<file path="config.mk">
export PLATFORM = sky130hd
export DESIGN_NAME = contadores_secuenciador
export DESIGN_NICKNAME = d
export VERILOG_FILES = /design/src/rtl/contadores_pkg.sv /design/src/rtl/contadores_seq_wait_timer.sv /design/src/rtl/contadores_secuenciador.sv
export SDC_FILE = /design/constraint.sdc
export NUM_CORES = 1
export LEC_CHECK = 0
export ABC_CLOCK_PERIOD_IN_PS = 2270
export CAP_MARGIN = 5
export CELL_PAD_IN_SITES_DETAIL_PLACEMENT = 1
export CELL_PAD_IN_SITES_GLOBAL_PLACEMENT = 1
export CORE_MARGIN = 2
export CORE_UTILIZATION = 38
export CTS_CLUSTER_SIZE = 10
export DETAILED_ROUTE_END_ITERATION = 8
export PLACE_DENSITY_LB_ADDON = 0.3
export SYNTH_ARGS = -nofsm -noshare
export SYNTH_HDL_FRONTEND = slang
export SYNTH_SLANG_ARGS = --single-unit
</file>
<file path="constraint.sdc">
create_clock -name CLK -period 2.27 [get_ports CLK]
set_input_delay 0.454 -clock CLK [delete_from_list [all_inputs] [get_ports CLK]]
set_output_delay 0.454 -clock CLK [all_outputs]
set_load 0.005 [all_outputs]
</file>
<file path="src/rtl/contadores_pkg.sv">
// Shared types and default sizing for the pop-counter read-out sequencer.
// The CONTADORES_SKIP_ZERO_EN build option is handled in contadores_secuenciador.
package contadores_pkg;

  localparam int NUM_CNT_DEF = 5;
  localparam int DW_DEF      = 5;
  localparam int IW_DEF      = 3;
  localparam int TIMEOUT_DEF = 7;

  typedef enum logic [2:0] {
    S_IDLE = 3'd0,
    S_REQ  = 3'd1,
    S_WAIT = 3'd2,
    S_PUSH = 3'd3,
    S_DONE = 3'd4
  } state_t;

endpackage

</file>
<file path="src/rtl/contadores_seq_wait_timer.sv">
// Response timer for one counter read: loaded on clear, counts down while enabled,
// and flags the TIMEOUT-th enabled cycle through the combinational expires pulse.
module seq_wait_timer
  import contadores_pkg::*;
#(
  parameter int TIMEOUT = TIMEOUT_DEF,
  parameter int TW      = $clog2(TIMEOUT + 1)
) (
  input  logic clk,
  input  logic reset,
  input  logic clear,
  input  logic enable,
  output logic expires
);

  localparam logic [TW-1:0] LOAD = TW'(TIMEOUT);
  localparam logic [TW-1:0] ONE  = TW'(1);

  logic [TW-1:0] count;

  always_ff @(posedge clk) begin
    if (reset) begin
      count <= '0;
    end else if (clear) begin
      count <= LOAD;
    end else if (enable && (count != '0)) begin
      count <= count - ONE;
    end
  end

  // Terminal count of 1 means this is the last silent cycle allowed.
  assign expires = enable && !clear && (count == ONE);

endmodule

</file>
<file path="src/rtl/contadores_secuenciador.sv">
// Read-out sequencer for the per-FIFO pop counter bank; every output is registered.
// Optional build macro CONTADORES_SKIP_ZERO_EN drops entries whose counter reads zero.
//
// state  | meaning
// S_IDLE | waiting for start while the datapath is idle
// S_REQ  | request issued for idx, response timer loaded
// S_WAIT | request held, waiting for cnt_valid or timeout
// S_PUSH | entry offered to the consumer until accepted
// S_DONE | one-cycle done pulse after the last index
module contadores_secuenciador
  import contadores_pkg::*;
#(
  parameter int NUM_CNT = NUM_CNT_DEF,
  parameter int DW      = DW_DEF,
  parameter int IW      = IW_DEF,
  parameter int TIMEOUT = TIMEOUT_DEF
) (
  input  logic          CLK,
  input  logic          reset,
  input  logic          start,
  input  logic          IDLE,
  output logic          req,
  output logic [IW-1:0] idx,
  input  logic [DW-1:0] cnt_data,
  input  logic          cnt_valid,
  output logic          out_valid,
  input  logic          out_ready,
  output logic [DW-1:0] out_data,
  output logic [IW-1:0] out_idx,
  output logic          out_err,
  output logic          busy,
  output logic          done,
  output logic          abort
);

  localparam logic [IW-1:0] LAST_IDX = IW'(NUM_CNT - 1);
  localparam logic [IW-1:0] IDX_ONE  = IW'(1);

  state_t        state, state_nxt;
  logic          req_nxt;
  logic [IW-1:0] idx_nxt;
  logic          out_valid_nxt;
  logic [DW-1:0] out_data_nxt;
  logic [IW-1:0] out_idx_nxt;
  logic          out_err_nxt;
  logic          busy_nxt;
  logic          done_nxt;
  logic          abort_nxt;
  logic          tmr_clear;
  logic          tmr_en;
  logic          tmr_expires;
  logic          zero_skip;

`ifdef CONTADORES_SKIP_ZERO_EN
  assign zero_skip = (cnt_data == '0);
`else
  assign zero_skip = 1'b0;
`endif

  seq_wait_timer #(
    .TIMEOUT(TIMEOUT)
  ) u_timer (
    .clk    (CLK),
    .reset  (reset),
    .clear  (tmr_clear),
    .enable (tmr_en),
    .expires(tmr_expires)
  );

  always_ff @(posedge CLK) begin
    if (reset) begin
      state     <= S_IDLE;
      req       <= 1'b0;
      idx       <= '0;
      out_valid <= 1'b0;
      out_data  <= '0;
      out_idx   <= '0;
      out_err   <= 1'b0;
      busy      <= 1'b0;
      done      <= 1'b0;
      abort     <= 1'b0;
    end else begin
      state     <= state_nxt;
      req       <= req_nxt;
      idx       <= idx_nxt;
      out_valid <= out_valid_nxt;
      out_data  <= out_data_nxt;
      out_idx   <= out_idx_nxt;
      out_err   <= out_err_nxt;
      busy      <= busy_nxt;
      done      <= done_nxt;
      abort     <= abort_nxt;
    end
  end

  always_comb begin
    state_nxt     = state;
    req_nxt       = req;
    idx_nxt       = idx;
    out_valid_nxt = out_valid;
    out_data_nxt  = out_data;
    out_idx_nxt   = out_idx;
    out_err_nxt   = out_err;
    done_nxt      = 1'b0;
    abort_nxt     = 1'b0;
    tmr_clear     = 1'b0;
    tmr_en        = 1'b0;

    unique case (state)
      S_IDLE: begin
        req_nxt = 1'b0;
        idx_nxt = '0;
        if (start && IDLE) begin
          state_nxt = S_REQ;
          req_nxt   = 1'b1;
        end
      end

      S_REQ: begin
        tmr_clear = 1'b1;
        if (!IDLE) begin
          state_nxt = S_IDLE;
          req_nxt   = 1'b0;
          idx_nxt   = '0;
          abort_nxt = 1'b1;
        end else begin
          state_nxt = S_WAIT;
        end
      end

      S_WAIT: begin
        if (!IDLE) begin
          state_nxt = S_IDLE;
          req_nxt   = 1'b0;
          idx_nxt   = '0;
          abort_nxt = 1'b1;
        end else if (cnt_valid && zero_skip) begin
          // Zero reading is dropped: move on without offering an entry.
          if (idx == LAST_IDX) begin
            state_nxt = S_DONE;
            req_nxt   = 1'b0;
            done_nxt  = 1'b1;
          end else begin
            state_nxt = S_REQ;
            idx_nxt   = idx + IDX_ONE;
          end
        end else if (cnt_valid) begin
          state_nxt     = S_PUSH;
          req_nxt       = 1'b0;
          out_valid_nxt = 1'b1;
          out_data_nxt  = cnt_data;
          out_idx_nxt   = idx;
          out_err_nxt   = 1'b0;
        end else begin
          tmr_en = 1'b1;
          if (tmr_expires) begin
            state_nxt     = S_PUSH;
            req_nxt       = 1'b0;
            out_valid_nxt = 1'b1;
            out_data_nxt  = '0;
            out_idx_nxt   = idx;
            out_err_nxt   = 1'b1;
          end
        end
      end

      S_PUSH: begin
        req_nxt = 1'b0;
        if (out_valid && out_ready) begin
          out_valid_nxt = 1'b0;
          // A datapath that left idle during the offer stops the scan here.
          if (!IDLE) begin
            state_nxt = S_IDLE;
            idx_nxt   = '0;
            abort_nxt = 1'b1;
          end else if (idx == LAST_IDX) begin
            state_nxt = S_DONE;
            done_nxt  = 1'b1;
          end else begin
            state_nxt = S_REQ;
            req_nxt   = 1'b1;
            idx_nxt   = idx + IDX_ONE;
          end
        end
      end

      S_DONE: begin
        state_nxt = S_IDLE;
        req_nxt   = 1'b0;
        idx_nxt   = '0;
      end

      default: begin
        state_nxt = S_IDLE;
        req_nxt   = 1'b0;
        idx_nxt   = '0;
      end
    endcase

    busy_nxt = (state_nxt != S_IDLE);
  end

endmodule

</file>
==> flow_summary.ini, run 1 <==
[worst_hold_path]
hold_start = out_valid
hp-class = reg -> reg
number_of_instances_on_the_worst_hold_path = 2
worst_hold_path.endpoint = out_valid

[power_and_ir_drop]
maximum_resistive_drop_on_vdd_uv = 326.7
share_comb_of_total_power_pct = 11.0
switching_share_pct = 22.61
p_per_area_mw_per_mm2 = 492.3
power.clock.fraction_pct = 26.8
seq_power_share_pct = 62.2
internal_power_mw = 0.5201
leakagePower_nw = 0.4950
power.net_switching_mw = 0.1520

[die]
die_w_um = 56.97
core_rows = 19
floorplan.die_area_mm2 = 0.003245
core-area_mm2 = 0.002710
dieHeight_um = 56.97
top_level_port_count = 28
initial_utilization_pct = 39.34

[synth]
synthArstFlopShare_pct = 0
syn-cell-area_mm2 = 0.001066
synth_cell_types = 32
postSynthRegisterBits = 23
ys.warnings.count = 0
ys_seq_area_share_pct = 43.19
synth_fp_nets = 130
ys_dominant_reg_cell = dfxtp_1
postSynthAreaPerCell_um2 = 9.351
postSynthCellCount = 114
synth_enable_flop_cells = 0

[place]
port_buffers = 27
routability_congestion = 0.8137
detailedPlacementHpwl_um = 1936
place.detailed.instances = 166

[global_route]
grt_start_max_net_pins = 13
grtUsageTotal_pct = 16.08
first_global_vias = 945
grt_pass1_wl_um = 4215
grt_antenna_before_repair = 0
grt_remaining_overflow = 0

[critical_path]
timing.critical_path.to_type = flip-flop
worst_ep_arrival_time_ns = 2.05
critical_path.reg2reg.startpoint = state[2]
worst_setup_path_start_kind = input port
cp_max_fo = 5
worst_r2r_path_depth = 4
regToRegEndpoint = u_timer.count[1]
crit_type = in -> reg
r2r_slack_ns = 0.64
required_worst_endpoint_ns = 2.50

[final_layout]
fillCellCount = 329
area_added_between_synthesis_and_finish_pct = 28.05
final_nets = 156
post_layout_nonfiller_instances = 170
drive_above_1_share_pct = 6.475
antenna_cells = 0

[status]
run_status = completed

[cts]
worstSkewPairLatency_ns = 0.29
cts-resized-gates = 0
clock_tree.htree_level_count = 1
max-clock-path-buffers = 2
clock_sink_count = 23
clock_tree_from_tritoncts = done
ctsHoldBuffers = 0
clkTransAtPathRegs_ns = 0.12
cts.root.buffer_cell = clkbuf_4
post_cts_buffers = 0
cts_inserted_buffers = 3

[sta]
final_max_tran_viols = 0
relSlewSlack_pct = 63.80
fin_crit_ns = 1.818
clock_skew_ns = 0.002400
timing.final.crit_share_pct = 80.07
rsz0062_at_grt = no
fin_setup_tns_ns = 0
achievable-frequency_mhz = 550.2
worstMarginPinSlew_ns = 0.5429
setup_viol = 0
finalHoldViolCount = 0

[detailed_routing]
drtIter0Drc = 8
first_pass_iters = 4
detail_route.wirelength_um = 2463
viasPerCell = 5.324
final_antenna_net_count = 0
wl_per_instance_um = 14.49
post-route-drc-count = 0
detailroute.via_count = 905

[job]
maxCapViolCount = 0
==> worst max path at each step <==
stage	from	endpoint	slack, ns
floorplan	state[0]	u_timer.count[1]	0.81
global placement	IDLE	u_timer.count[1]	0.24
detailed placement	IDLE	u_timer.count[1]	0.13
CTS	IDLE	u_timer.count[1]	0.45
global route	IDLE	u_timer.count[1]	0.41
finish	IDLE	u_timer.count[1]	0.45
==> state kept, by name (all words and copies together) (netlist names) <==
name	cells
out_data	5
out_idx	3
done	1
idx	3
busy	1
u_timer.count	3
out_valid	1
req	1
abort	1
state	3
out_err	1
==> metal layers <==
layer	track usage [%]	vias to the layer above	share of wire [%]
met5	0	-	0
met4	3.987	0	0.77
met3	2.268	2	1.7
met2	27.42	8	52
met1	21.50	441	45
li1	-	454	-
==> metrics by stage <==
step | utilization [%] | hold WS, ns | cell area (um2) | setup WS, ns | power [mW]
detailed placement | 49.40 | 0.4899 | 1339 | 0.1309 | 0.5018
floorplan | - | 0.4710 | 1066 | 0.8121 | 0.4654
CTS | 50.37 | 0.5093 | 1365 | 0.4493 | 0.6858
global placement | 49.40 | 0.4706 | 1339 | 0.2396 | 0.4980
finish | 50.37 | 0.5026 | 1365 | 0.4524 | 0.6721
global route | 50.37 | 0.5452 | 1365 | 0.4107 | 0.7070
==> power by group through the flow <==
stage	combinational, mW	sequential (mW)	clock [mW]
after floorplan	0.0406	0.425	0
after global placement	0.0709	0.427	0
after detailed placement	0.0744	0.427	0
after CTS	0.0753	0.418	0.192
after global routing	0.0820	0.420	0.205
final	0.0742	0.418	0.180
==> layout by cell type, fill, tap and decap left out <==
cell,synthesis,layout
a211oi_1,2,2
a21o_1,1,1
a21oi_1,8,8
a22oi_1,5,5
a311oi_1,1,1
and2_1,3,3
and4b_1,1,1
and4bb_2,2,2
buf_4,0,1
clkbuf_1,3,1
clkbuf_4,0,3
clkdlybuf4s50_1,0,27
dfxtp_1,23,23
ha_1,5,5
inv_1,5,5
mux2_4,1,1
mux2i_1,3,3
nand2_1,5,5
nand2b_1,2,2
nand3_1,4,4
nand4_1,2,2
nor2_1,11,11
nor2b_1,4,4
nor3_1,6,6
nor3b_4,1,1
nor4b_1,2,2
o211ai_1,1,1
o21ai_0,3,3
o21ai_2,1,1
o32a_1,1,1
o32ai_1,1,1
xnor2_1,3,3
==> Yosys cell counts, drive strengths merged, types with 2 or more instances <==
library cell | n | area [um2]
a211oi | 2 | 15.01
a21oi | 8 | 40.04
a22oi | 5 | 37.54
and2 | 3 | 18.77
and4bb | 2 | 25.02
buf | 3 | 27.52
clkbuf | 4 | 16.26
dfxtp | 23 | 460.4
ha | 5 | 62.56
inv | 5 | 18.77
mux2i | 3 | 30.03
nand2 | 5 | 18.77
nand2b | 2 | 12.51
nand3 | 4 | 20.02
nand4 | 2 | 12.51
nor2 | 11 | 41.29
nor2b | 4 | 25.02
nor3 | 6 | 30.03
nor4b | 2 | 17.52
o21ai | 4 | 23.77
xnor2 | 3 | 26.28
==> cells by family (layout without fill, tap and decap cells) <==
group | after synthesis | in the layout | synth area share, %
AND/OR/NAND/NOR | 43 | 43 | 23.47
multiplexers | 4 | 4 | 4.225
XOR/XNOR | 3 | 3 | 2.465
flip-flops | 23 | 23 | 43.19
AO/OA/AOI/OAI | 24 | 24 | 14.91
adder cells (fa/ha/maj) | 5 | 5 | 5.869
buffers and inverters | 12 | 37 | 5.868
==> worst max-delay path, stage by stage <==
cell and delay [ns]:
clkdlybuf4s50_1 0.54, and4bb_2 0.32, nor3b_4 0.26, mux2_4 0.32, a21oi_1 0.15
==> layout make-up <==
| cell class | count | area [um2] | share of cell area, % |
|---|---|---|---|
| Multi-Input combinational cell | 79 | 543.0 | 39.78 |
| Clock buffer | 4 | 26.28 | 1.925 |
| Tap cell | 31 | 38.79 | 2.841 |
| Inverter | 5 | 18.77 | 1.375 |
| Sequential cell | 23 | 460.4 | 33.73 |
| Timing Repair Buffer | 28 | 277.8 | 20.35 |
No activity file was read; power rests on OpenSTA's default activity.
==> run 2: changes to the inputs <==
--- a/config.mk
+++ b/config.mk
@@ -5,12 +5,12 @@
 export SDC_FILE = /design/constraint.sdc
 export NUM_CORES = 1
 export LEC_CHECK = 0
-export ABC_CLOCK_PERIOD_IN_PS = 2270
+export ABC_CLOCK_PERIOD_IN_PS = 1600
 export CAP_MARGIN = 5
 export CELL_PAD_IN_SITES_DETAIL_PLACEMENT = 1
 export CELL_PAD_IN_SITES_GLOBAL_PLACEMENT = 1
 export CORE_MARGIN = 2
-export CORE_UTILIZATION = 38
+export CORE_UTILIZATION = 32
 export CTS_CLUSTER_SIZE = 10
 export DETAILED_ROUTE_END_ITERATION = 8
 export PLACE_DENSITY_LB_ADDON = 0.3
==> constraint.sdc (replaced) <==
create_clock -name CLK -period 1.6 [get_ports CLK]
set_input_delay 0.32 -clock CLK [delete_from_list [all_inputs] [get_ports CLK]]
set_output_delay 0.32 -clock CLK [all_outputs]
set_load 0.005 [all_outputs]
==> flow_summary.ini, run 2 (same netlist as run 1, synthesis figures left out) <==
[status]
run_status = completed

[critical_path]
cp_num_buf_inv = 1
timing.critical_path.to_type = output port
critical-path-slowest-cell = clkdlybuf4s50_1
crit_path_cell_trace = clkdlybuf4s50_1
worst_setup_path_start_kind = flip-flop
critical-path-top-delay-family = buffers and inverters
required_worst_endpoint_ns = 1.28
cp_max_fo = 5
worst_ep_arrival_time_ns = 1.22
crit_path_max_incr_delay_ns = 0.51
crit_type = reg -> out

[power_and_ir_drop]
share_comb_of_total_power_pct = 12.2
switching_share_pct = 25.48
seq_power_share_pct = 59.1
internal_power_mw = 0.7476
maximum_resistive_drop_on_vdd_uv = 386.2
p_per_area_mw_per_mm2 = 662.6
power.clock.fraction_pct = 28.6
power.net_switching_mw = 0.2556
p_total_mw = 1.003
leakagePower_nw = 0.5728

[die]
core-area_mm2 = 0.003103
die_w_um = 61.72
floorplan.die_area_mm2 = 0.003809
top_level_port_count = 28
dieHeight_um = 61.72
core_rows = 20
initial_utilization_pct = 34.35

[final_layout]
drive_above_1_share_pct = 21.57
layout.cells.most_common_list = clkdlybuf4s50_1, dfxtp_1, buf_4, nor2_1, a21oi_1
final_nets = 170
largest_register_ffs = 5
post_layout_nonfiller_instances = 197
max_flop_register = out_data
antenna_cells = 0
area_added_between_synthesis_and_finish_pct = 42.02
final_common_cell = clkdlybuf4s50_1

[sta]
clock_skew_ns = 0.005816
relSlewSlack_pct = 70.53
setup_viol = 0
fin_setup_tns_ns = 0
worstMarginPinSlew_ns = 0.4411
achievable-frequency_mhz = 650.7
timing.final.crit_share_pct = 96.05
finalHoldViolCount = 0
fin_crit_ns = 1.537
final_max_tran_viols = 0

[place]
port_buffers = 27
detailedPlacementHpwl_um = 2158
place.detailed.instances = 193
routability_congestion = 0.7963

[cts]
cts_inserted_buffers = 3
ctsHoldBuffers = 0
post_cts_buffers = 0
worstSkewPairLatency_ns = 0.32
clock_sink_count = 23
clock_tree_from_tritoncts = done
cts.root.buffer_cell = clkbuf_4
max-clock-path-buffers = 2
clock_tree.htree_level_count = 1
clkTransAtPathRegs_ns = 0.14

[detailed_routing]
post-route-drc-count = 0
drtIter0Drc = 20
detailroute.via_count = 955
viasPerCell = 4.848
wl_per_instance_um = 13.96
detail_route.wirelength_um = 2750
first_pass_iters = 2
final_antenna_net_count = 0

[global_route]
grt_antenna_before_repair = 0
grt_remaining_overflow = 0
grtUsageTotal_pct = 16.47
first_global_vias = 1039
grt_pass1_wl_um = 4602
grt_start_max_net_pins = 14

[worst_hold_path]
hp-class = reg -> reg

[job]
maxCapViolCount = 0
## run 2: cell types whose count changed in the layout (fill, tap and decap cells not counted), sizes merged
cell    before  now
clkinv       0    1
clkbuf       4    3
buf          1   15
## run 2: repair_timing
| item | CTS | global route |
|---|---|---|
| gates resized for setup | 4 | 7 |
| setup endpoints to repair | 5 | 11 |
| cloned | 0 | 0 |
## run 2: area by class of cell
type	count	area, um2
sequential	23	473.0
multi-input combinational	79	556.8
clock buffer	3	22.52
inverter	5	18.77
fill	387	1589
timing repair buffer	42	382.9
tap	44	55.05
clock inverter	1	5.005
## run 2: tightest hold or removal path, stage by stage, from the launching register on
cell	delay (ns)
dfxtp_2	0.36
inv_1	0.05
a211oi_1	0.05
## run 2: power by group through the flow
| stage | clock network [mW] | logic (mW) | registers [mW] |
|---|---|---|---|
| floorplan | 0 | 0.0576 | 0.603 |
| global placement | 0 | 0.117 | 0.606 |
| detailed placement | 0 | 0.121 | 0.607 |
| CTS | 0.305 | 0.123 | 0.594 |
| global route | 0.334 | 0.136 | 0.596 |
| finish | 0.287 | 0.123 | 0.593 |
## run 2: final timing paths
path,cells past startpoint,startpoint,slack [ns],end
worst min register to register,2,out_valid,0.48,out_valid
worst max register to register,5,state[2],0.08,out_data[3]
worst min-delay path,2,out_valid,0.48,out_valid
worst max-delay path,1,idx[0],0.06,idx[0]
## run 2: stage by stage
| step | hold slack, ns | worst slack, ns | area [um2] | util, % |
|---|---|---|---|---|
| floorplan | 0.3967 | 0.1421 | 1066 | - |
| global route | 0.5059 | -0.006193 | 1514 | 48.79 |
| CTS | 0.5040 | 0.02146 | 1499 | 48.31 |
| global placement | 0.4783 | -0.1772 | 1460 | 47.06 |
| detailed placement | 0.4808 | -0.2189 | 1460 | 47.06 |
| finish | 0.4845 | 0.06327 | 1514 | 48.79 |
## run 2: routing by layer
layer	GRT usage [%]	vias up	part of all wire (%)
met5	0	-	0
met4	5.471	0	1.2
met3	2.899	4	2.1
met2	29.77	10	51
met1	19.62	461	45
li1	-	480	-
==> run 3: changes to the inputs <==
--- a/config.mk
+++ b/config.mk
@@ -13,6 +13,7 @@
 export CORE_UTILIZATION = 32
 export CTS_CLUSTER_SIZE = 10
 export DETAILED_ROUTE_END_ITERATION = 8
+export GPL_ROUTABILITY_DRIVEN = 0
 export PLACE_DENSITY_LB_ADDON = 0.3
 export SYNTH_ARGS = -nofsm -noshare
 export SYNTH_HDL_FRONTEND = slang
==> results of run 3 <==
Final layout, timing and power as in run 2 (identical DEF).
